File: config.mk
export PLATFORM = sky130hd
export DESIGN_NAME = dm_sysbus_access
export DESIGN_NICKNAME = d
export VERILOG_FILES = /design/src/rtl/dm_sysbus_access.sv
export SDC_FILE = /design/constraint.sdc
export NUM_CORES = 1
export LEC_CHECK = 0
export CAP_MARGIN = 25
export CORE_AREA = 2 2 96 98
export DETAILED_ROUTE_END_ITERATION = 8
export DIE_AREA = 0 0 98 100
export PLACE_DENSITY = 0.75
export SETUP_SLACK_MARGIN = 0.2
export SLEW_MARGIN = 0
export SYNTH_ARGS = -nofsm -noshare
export SYNTH_HDL_FRONTEND = slang
export SYNTH_SLANG_ARGS = --single-unit
File: constraint.sdc
create_clock -name clk_i -period 8.98 [get_ports clk_i]
set_clock_uncertainty 0.1 [all_clocks]
set_input_delay 2.694 -clock clk_i [delete_from_list [all_inputs] [get_ports clk_i]]
set_output_delay 2.694 -clock clk_i [all_outputs]
set_load 0.03 [all_outputs]
File: src/rtl/dm_sysbus_access.sv
// System bus access engine: turns debugger sbaddress/sbdata events into single-beat
// req/gnt/r_valid transactions and reports busy, read data, errors and the
// post-increment address back to the CSR block.
module dm_sysbus_access #(
   parameter int unsigned BusWidth = 32
) (
   input  logic                  clk_i,
   input  logic                  rst_ni,
   input  logic                  dmactive_i,
   input  logic [BusWidth-1:0]   sbaddress_i,
   output logic [BusWidth-1:0]   sbaddress_o,
   input  logic                  sbaddress_write_valid_i,
   input  logic                  sbreadonaddr_i,
   input  logic                  sbreadondata_i,
   input  logic                  sbautoincrement_i,
   input  logic [2:0]            sbaccess_i,
   input  logic [BusWidth-1:0]   sbdata_i,
   input  logic                  sbdata_read_valid_i,
   input  logic                  sbdata_write_valid_i,
   output logic [BusWidth-1:0]   sbdata_o,
   output logic                  sbdata_valid_o,
   output logic                  sbbusy_o,
   output logic                  sberror_valid_o,
   output logic [2:0]            sberror_o,
   output logic                  master_req_o,
   output logic                  master_we_o,
   output logic [BusWidth-1:0]   master_add_o,
   output logic [BusWidth-1:0]   master_wdata_o,
   output logic [BusWidth/8-1:0] master_be_o,
   input  logic                  master_gnt_i,
   input  logic                  master_r_valid_i,
   input  logic [BusWidth-1:0]   master_r_rdata_i
);

   localparam int unsigned NumBytes = BusWidth / 8;
   localparam int unsigned AddrLsb  = $clog2(NumBytes);
   // Largest legal log2(bytes) equals the number of byte-offset address bits.
   localparam logic [2:0]  MaxSize  = 3'(AddrLsb);

   if (BusWidth != 32 && BusWidth != 64) begin : gen_bad_width
      $error("dm_sysbus_access: BusWidth must be 32 or 64");
   end

   typedef enum logic [2:0] {
      StIdle,
      StRead,
      StWrite,
      StWaitRead,
      StWaitWrite
   } state_e;

   state_e state_q, state_d;

   logic [2:0]          align_mask;
   logic [NumBytes-1:0] lane_mask;
   logic [AddrLsb-1:0]  byte_offset;
   logic                oversize;
   logic                misaligned;

   // Passthrough paths: address, write data and read data are not shifted.
   assign master_add_o   = sbaddress_i;
   assign master_wdata_o = sbdata_i;
   assign sbdata_o       = master_r_rdata_i;
   assign sbbusy_o       = (state_q != StIdle);

   // Size decode: alignment mask, lane mask and byte enables from size and low address bits.
   always_comb begin
      align_mask = 3'b111;
      lane_mask  = '1;
      case (sbaccess_i)
         3'd0: begin
            align_mask = 3'b000;
            lane_mask  = NumBytes'(1);
         end
         3'd1: begin
            align_mask = 3'b001;
            lane_mask  = NumBytes'(3);
         end
         3'd2: begin
            align_mask = 3'b011;
            lane_mask  = NumBytes'(15);
         end
         default: begin
            align_mask = 3'b111;
            lane_mask  = '1;
         end
      endcase
      byte_offset = sbaddress_i[AddrLsb-1:0] & ~align_mask[AddrLsb-1:0];
      master_be_o = lane_mask << byte_offset;
      oversize    = (sbaccess_i > MaxSize);
      misaligned  = |(sbaddress_i[2:0] & align_mask);
   end

   // Next-state and handshake outputs; request outputs depend on state only.
   always_comb begin
      state_d         = state_q;
      master_req_o    = 1'b0;
      master_we_o     = 1'b0;
      sbdata_valid_o  = 1'b0;
      sberror_valid_o = 1'b0;
      sberror_o       = 3'd0;
      sbaddress_o     = sbaddress_i;

      unique case (state_q)
         StRead: begin
            master_req_o = 1'b1;
         end
         StWrite: begin
            master_req_o = 1'b1;
            master_we_o  = 1'b1;
         end
         default: ;
      endcase

      if (dmactive_i) begin
         unique case (state_q)
            StIdle: begin
               if ((sbaddress_write_valid_i && sbreadonaddr_i) || sbdata_write_valid_i ||
                   (sbdata_read_valid_i && sbreadondata_i)) begin
                  if (oversize) begin
                     sberror_valid_o = 1'b1;
                     sberror_o       = 3'd4;
                  end else if (misaligned) begin
                     sberror_valid_o = 1'b1;
                     sberror_o       = 3'd3;
                  end else if (sbaddress_write_valid_i && sbreadonaddr_i) begin
                     state_d = StRead;
                  end else if (sbdata_write_valid_i) begin
                     state_d = StWrite;
                  end else begin
                     state_d = StRead;
                  end
               end
            end
            StRead: begin
               if (master_gnt_i) state_d = StWaitRead;
            end
            StWrite: begin
               if (master_gnt_i) state_d = StWaitWrite;
            end
            StWaitRead: begin
               if (master_r_valid_i) begin
                  sbdata_valid_o = 1'b1;
                  state_d        = StIdle;
                  if (sbautoincrement_i) begin
                     sbaddress_o = sbaddress_i + (BusWidth'(1) << sbaccess_i);
                  end
               end
            end
            StWaitWrite: begin
               if (master_r_valid_i) begin
                  state_d = StIdle;
                  if (sbautoincrement_i) begin
                     sbaddress_o = sbaddress_i + (BusWidth'(1) << sbaccess_i);
                  end
               end
            end
            default: state_d = StIdle;
         endcase
      end else begin
         // Debug module deactivated: abandon any transaction, drop the pending response.
         state_d = StIdle;
      end
   end

   // State register.
   always_ff @(posedge clk_i or negedge rst_ni) begin
      if (!rst_ni) begin
         state_q <= StIdle;
      end else begin
         state_q <= state_d;
      end
   end

endmodule

# Word-level counts from Yosys, hierarchy flattened
# Index checks and enable logic that the tools add are counted.
[totals] reg_bits=3 inputBits=110 output_inout_bits=140 word_cells=62
[op_classes] n_addsub=1 magnitude_cmp=1 n_eq_ne=12 n_shift=2 muxes=31 bitwise=3 reduce_logical=11
[ops] operator="two-way mux 32 bit" count=4
[ops] operator="two-way mux 3 bit" count=11
[ops] operator="adder 32 bit" count=1
[ops] operator="left shift 1 x 3 -> 32 bit, first input constant" count=1
[ops] operator="inequality test 3 bit, second input constant" count=5
[ops] operator="case mux 3 bit (4 select lines)" count=1
[ops] operator="two-way mux 1 bit" count=10
[ops] operator="== test 3 x 2 -> 1 bit, second input constant" count=3
[ops] operator="case mux 3 bit (3 select lines)" count=1
[ops] operator="case mux 4 bit (2 select lines)" count=1
[ops] operator="== test 3 x 1 -> 1 bit, second input constant" count=2
[ops] operator="logical NOT 3 bit" count=2
[ops] operator="two-way mux 2 bit" count=3
[ops] operator="AND reduction 6 bit" count=1
[ops] operator="OR reduction 2 bit" count=2
[ops] operator="left shift 4 x 2 -> 4 bit" count=1
[ops] operator="AND 3 bit" count=1
[ops] operator="== test 3 bit, second input constant" count=1
[ops] operator="> comparator 3 x 2 -> 1 bit, second input constant" count=1
[ops] operator="inequality test 3 x 2 -> 1 bit, second input constant" count=1
[ops] operator="nonzero test 3 bit" count=1
[ops] operator="OR reduction 3 bit" count=1
[ops] operator="AND 2 bit" count=1
[ops] operator="logical AND 1 bit" count=2
[ops] operator="2 further kinds" count=3

# Logic depth before layout (Yosys ltp)
[logic_depth] ltp_word=9 mapped_depth=10 ltp_nobuf=8

# Worst setup path after synthesis
# No wires, ideal clock.
[synth_path] path_kind="input -> output" startpoint="in sbaccess_i[1]" endpoint="out sbaddress_o[16]" arrival_ns=5.132 t_required_ns=6.186 setup_slack_ns=1.054 cell_stages=10 path_buffers=2 path_cell_list="buf_2 or3b_2 xnor2_1 ha_1 nor3_1 a22oi_1 a211o_1 clkbuf_1 nand4_1 xnor2_1"
[synth_between] elab_chain_len=6
[synth_lines] item="start: declaration" line_no="16" source="input logic [2:0] sbaccess_i,"
[synth_lines] item="left shift 1 x 3 -> 32 bit" line_no="146, 154"
[synth_lines] item="adder 32 bit" line_no="146, 154"
[synth_lines] item="two-way mux 32 bit" line_no="145, 153"
[synth_lines] item="two-way mux 32 bit" line_no="142" source="if (master_r_valid_i) begin"
[synth_lines] item="two-way mux 32 bit"
[synth_lines] item="two-way mux 32 bit" line_no="115" source="if (dmactive_i) begin"
[synth_lines] item="end: declaration" line_no="11" source="output logic [BusWidth-1:0] sbaddress_o,"
# No other way between the ends.

# Worst setup path in the final report
[layout_path] startpoint="in sbaccess_i[1]" endpoint="out sbaddress_o[17]"
# Same word-level chain as after synthesis.

==> out/qor.log <==
qor: status.outcome finished clean
qor: clocking.cts-root-to-sink-buffers 2
qor: critical_path.cpMaxStageDelayCell sky130_fd_sc_hd__clkdlybuf4s50_1
qor: critical_path.timing.critical_path.buf_inv 3
qor: synthesis.synthDominantAreaCellType sky130_fd_sc_hd__buf_4
qor: placement.io_buffer_count 121
qor: timing.timing.setup.tns 0 ps
qor: timing.fmax 116.6 MHz
qor: clocking.worst_skew_pair.late_latency 210 ps
qor: synthesis.netlist_instances 306
qor: critical_path.timing.critical_path.required 6190 ps
qor: power_and_ir_drop.p_leak 0.001209 uW
qor: synthesis.register_bit_total_from_synthesis 3
qor: timing.timing.final.crit_period 8574 ps
qor: synthesis.synth-edff-count 0
qor: grt.global_route.usage.total 11.50%
qor: finish.finish.utilization 31.78%
qor: critical_path.path_cells clkdlybuf4s50_1, inv_1, nor3_1, ha_1, a31oi_1, o21ai_1, a31o_2, nand3_1, xnor2_1, clkdlybuf4s50_1
qor: timing.unrepaired_setup_endpoints_after_global_routing no
qor: grt.first_pass_grt_wire_length 9.694 mm
qor: critical_path.cp_top_family buffers and inverters
qor: min_path.min_delay_path_depth 1
qor: finish.final_net_count 443
qor: critical_path.critical_path.most_common_cell sky130_fd_sc_hd__clkdlybuf4s50_1
qor: critical_path.timing.critical_path.to_type primary output
qor: clocking.cts.root.buffer_cell sky130_fd_sc_hd__clkbuf_8
qor: finish.layout-drive-gt1-share 4.012%
qor: detailed_routing.drt_total_wl 6.159 mm
qor: timing.final_hold_fails 0
qor: critical_path.crit_type input pin to primary output
qor: critical_path.crit_path_max_fanout 12
qor: critical_path.launching_instance_or_port_of_the_critical_path sbaccess_i[1]
qor: synthesis.synth.avg_cell_area 7.029 sq um
qor: finish.largest_register_ffs 3
qor: synthesis.yosysSeqAreaShare 3.490%
qor: min_path.timing.hold.worst.class flip-flop to flip-flop
qor: critical_path.path_depth 10
qor: timing.period_share 95.48%
qor: critical_path.critical_path_startpoint_category input pin
qor: timing.final-max-slew-violation-count 0
qor: floorplan.io-pin-count 250
qor: detailed_routing.routed_via_density 4.726
qor: finish.reg.largest.list state_q: 3 flops
qor: floorplan.initial_cell_density_of_the_core 24.19%
qor: placement.placedCellCount 431
qor: finish.antenna-diode-count 0
qor: synthesis.post-synth-top-area-fraction 33.86%
qor: finish.area_growth_syn_to_layout 31.36%
qor: critical_path.critical_path_arrival 5780 ps
qor: floorplan.fp.dieH 100 um
qor: critical_path.rr_startpoint state_q[1]
qor: synthesis.post_synthesis_instance_area 2151 sq um
qor: synthesis.largest_cells_by_area_after_synthesis sky130_fd_sc_hd__buf_4, sky130_fd_sc_hd__xnor2_1, sky130_fd_sc_hd__ha_1, sky130_fd_sc_hd__nand3_1, sky130_fd_sc_hd__dfrtp_1
qor: clocking.cts_made_buffers 3
qor: synthesis.yosysWarningCount 0
qor: grt.maximum_number_of_pins_on_one_net_before_global_route_repair 16
qor: finish.largest-register state_q
qor: floorplan.core_area 8890 sq um
qor: detailed_routing.violation_count_after_the_first_detailed_routing_iteration 86
qor: detailed_routing.num_vias 2056
qor: timing.timing.final.setup_violations 0
qor: synthesis.synth_flop_cell sky130_fd_sc_hd__dfrtp_1
qor: timing.worst-slew-pin-transition 667.8 ps
qor: power_and_ir_drop.power.total 298.4 uW
qor: clocking.maximum_level_of_the_cts_h_tree 1
qor: critical_path.cpPeakStageDelay 700 ps
qor: finish.filler_cell_count 940
qor: grt.grt_antenna_before_repair 0
qor: grt.first_global_vias 2061
qor: finish.final_cell_count_no_fill 435
qor: min_path.worstHoldStart state_q[0]
qor: synthesis.synthDistinctLibCells 50
qor: clocking.cts_sinks 3
qor: detailed_routing.drtAntennaViolNets 0
qor: floorplan.horizontal_die_dimension 98 um
qor: floorplan.placementRows 35
qor: synthesis.synth_fp_nets 424
qor: job.max-cap-violations 0
qor: detailed_routing.wl_per_cell 14.16 um
qor: synthesis.share_of_synthesized_flip_flops_with_an_asynchronous_set_or_reset 100.0%
qor: detailed_routing.drc_errors 0
qor: grt.grt_remaining_overflow 0
qor: power_and_ir_drop.ir_worst_vdd 0.0001458 V
qor: power_and_ir_drop.cellPowerDensity 105.6 nW/um^2
qor: placement.dpl.hpwl 5.008 mm
qor: timing.max-slew-margin-rel 55.48%
qor: detailed_routing.drtPass1Iterations 4
qor: placement.place.gp.congestion 0.8662
qor: clocking.cts_hold_buffers 0
qor: clocking.path_clk_slew 30 ps
qor: floorplan.floorplan.die_area 9800 sq um
qor: critical_path.r2r.worst_path.cells 3
qor: clocking.tritoncts done
## cell families after synthesis
group | share of synthesized area (%)
buffers and inverters | 38.39
adder cells (fa/ha/maj) | 4.654
AO/OA/AOI/OAI | 14.66
multiplexers | 0.9889
flip-flops | 3.490
XOR/XNOR | 12.22
AND/OR/NAND/NOR | 25.60
## cells in the final DEF (no fill, tap or decap), drive strengths merged, types with 2 or more instances in the layout
| master | Yosys | final |
|---|---|---|
| xor2 | 2 | 2 |
| inv | 9 | 9 |
| dlymetal6s2s | 0 | 19 |
| o31ai | 2 | 2 |
| a21oi | 9 | 9 |
| o311ai | 2 | 2 |
| nand3b | 2 | 2 |
| a22oi | 2 | 2 |
| and3 | 11 | 11 |
| a211o | 2 | 2 |
| o21a | 2 | 2 |
| or3b | 2 | 2 |
| a31oi | 2 | 2 |
| dlygate4sd2 | 0 | 4 |
| or3 | 2 | 2 |
| clkbuf | 6 | 4 |
| nor3 | 9 | 9 |
| nor2 | 10 | 10 |
| nand3 | 16 | 16 |
| nor3b | 2 | 2 |
| nand4 | 9 | 9 |
| buf | 103 | 2 |
| clkdlybuf4s50 | 0 | 98 |
| nand2b | 4 | 4 |
| nor2b | 4 | 4 |
| ha | 8 | 8 |
| and4 | 5 | 5 |
| nand2 | 20 | 20 |
| o21ai | 13 | 13 |
| a211oi | 2 | 2 |
| xnor2 | 28 | 28 |
| dfrtp | 3 | 3 |
| o221ai | 2 | 2 |
## report_power, final
group	leakage, uW	switching (uW)	internal [uW]
Combinational	0.00115	125	102
Clock	0.0000228	8.28	30.2
Sequential	0.0000407	14.7	18.1
Total	0.00121	148	151
## per-layer routing
metal  share of wire, %  wire length (um)  global-route usage (%)  vias up
met5                  0                 0                       0        -
met4                2.1               131                   3.846        0
met3                7.6               467                   2.716       20
met2                 51              3140                   20.23       87
met1                 39              2420                   13.80      943
li1                   -                 -                       -     1006
## stage by stage
step / cell area, sq um / setup slack (ps) / hold slack [ps]
2_1_floorplan: 2151 / 1054 / 429.6
3_3_place_gp: 2724 / 210.9 / 561.7
3_5_place_dp: 2724 / 45.50 / 551.1
4_1_cts: 2765 / 200.6 / 559.3
5_1_grt: 2825 / 200.8 / 581.1
6_report: 2825 / 405.8 / 558.0
## timing repair
action / CTS / global route
pin swaps: 0 / 1
endpoints found under the setup margin: 13 / 19
setup buffers: 0 / 0
gates resized for setup: 5 / 21
## worst paths after layout
kind | end | slack [ps]
max | sbaddress_o[17] | 410
min | state_q[2] | 560
max reg2reg | state_q[1] | 7060
min reg2reg | state_q[2] | 560
max in group asynchronous | state_q[0] | 6070
min in group asynchronous | state_q[2] | 2570
## final cells by class
class,instances,area [sq um],area share (%)
well taps,111,138.9,4.916
repair buffers,123,1269,44.91
inverters,9,33.78,1.196
flip-flops and latches,3,75.07,2.657
multi-input cells,185,1264,44.73
clock buffers,4,45.04,1.594
## cells in the mapped netlist, drive strengths merged (2+ instances only)
master	count
buf	103
and4	5
nand4	9
clkbuf	6
and3	11
nand3	16
a22oi	2
nor3b	2
a211o	2
a211oi	2
dfrtp	3
nand2	20
o311ai	2
a31oi	2
inv	9
nor2b	4
nor3	9
xor2	2
or3b	2
ha	8
a21oi	9
or3	2
nand2b	4
nand3b	2
o21a	2
xnor2	28
o31ai	2
o21ai	13
nor2	10
o221ai	2
No activity file was read; power rests on OpenSTA's default activity.
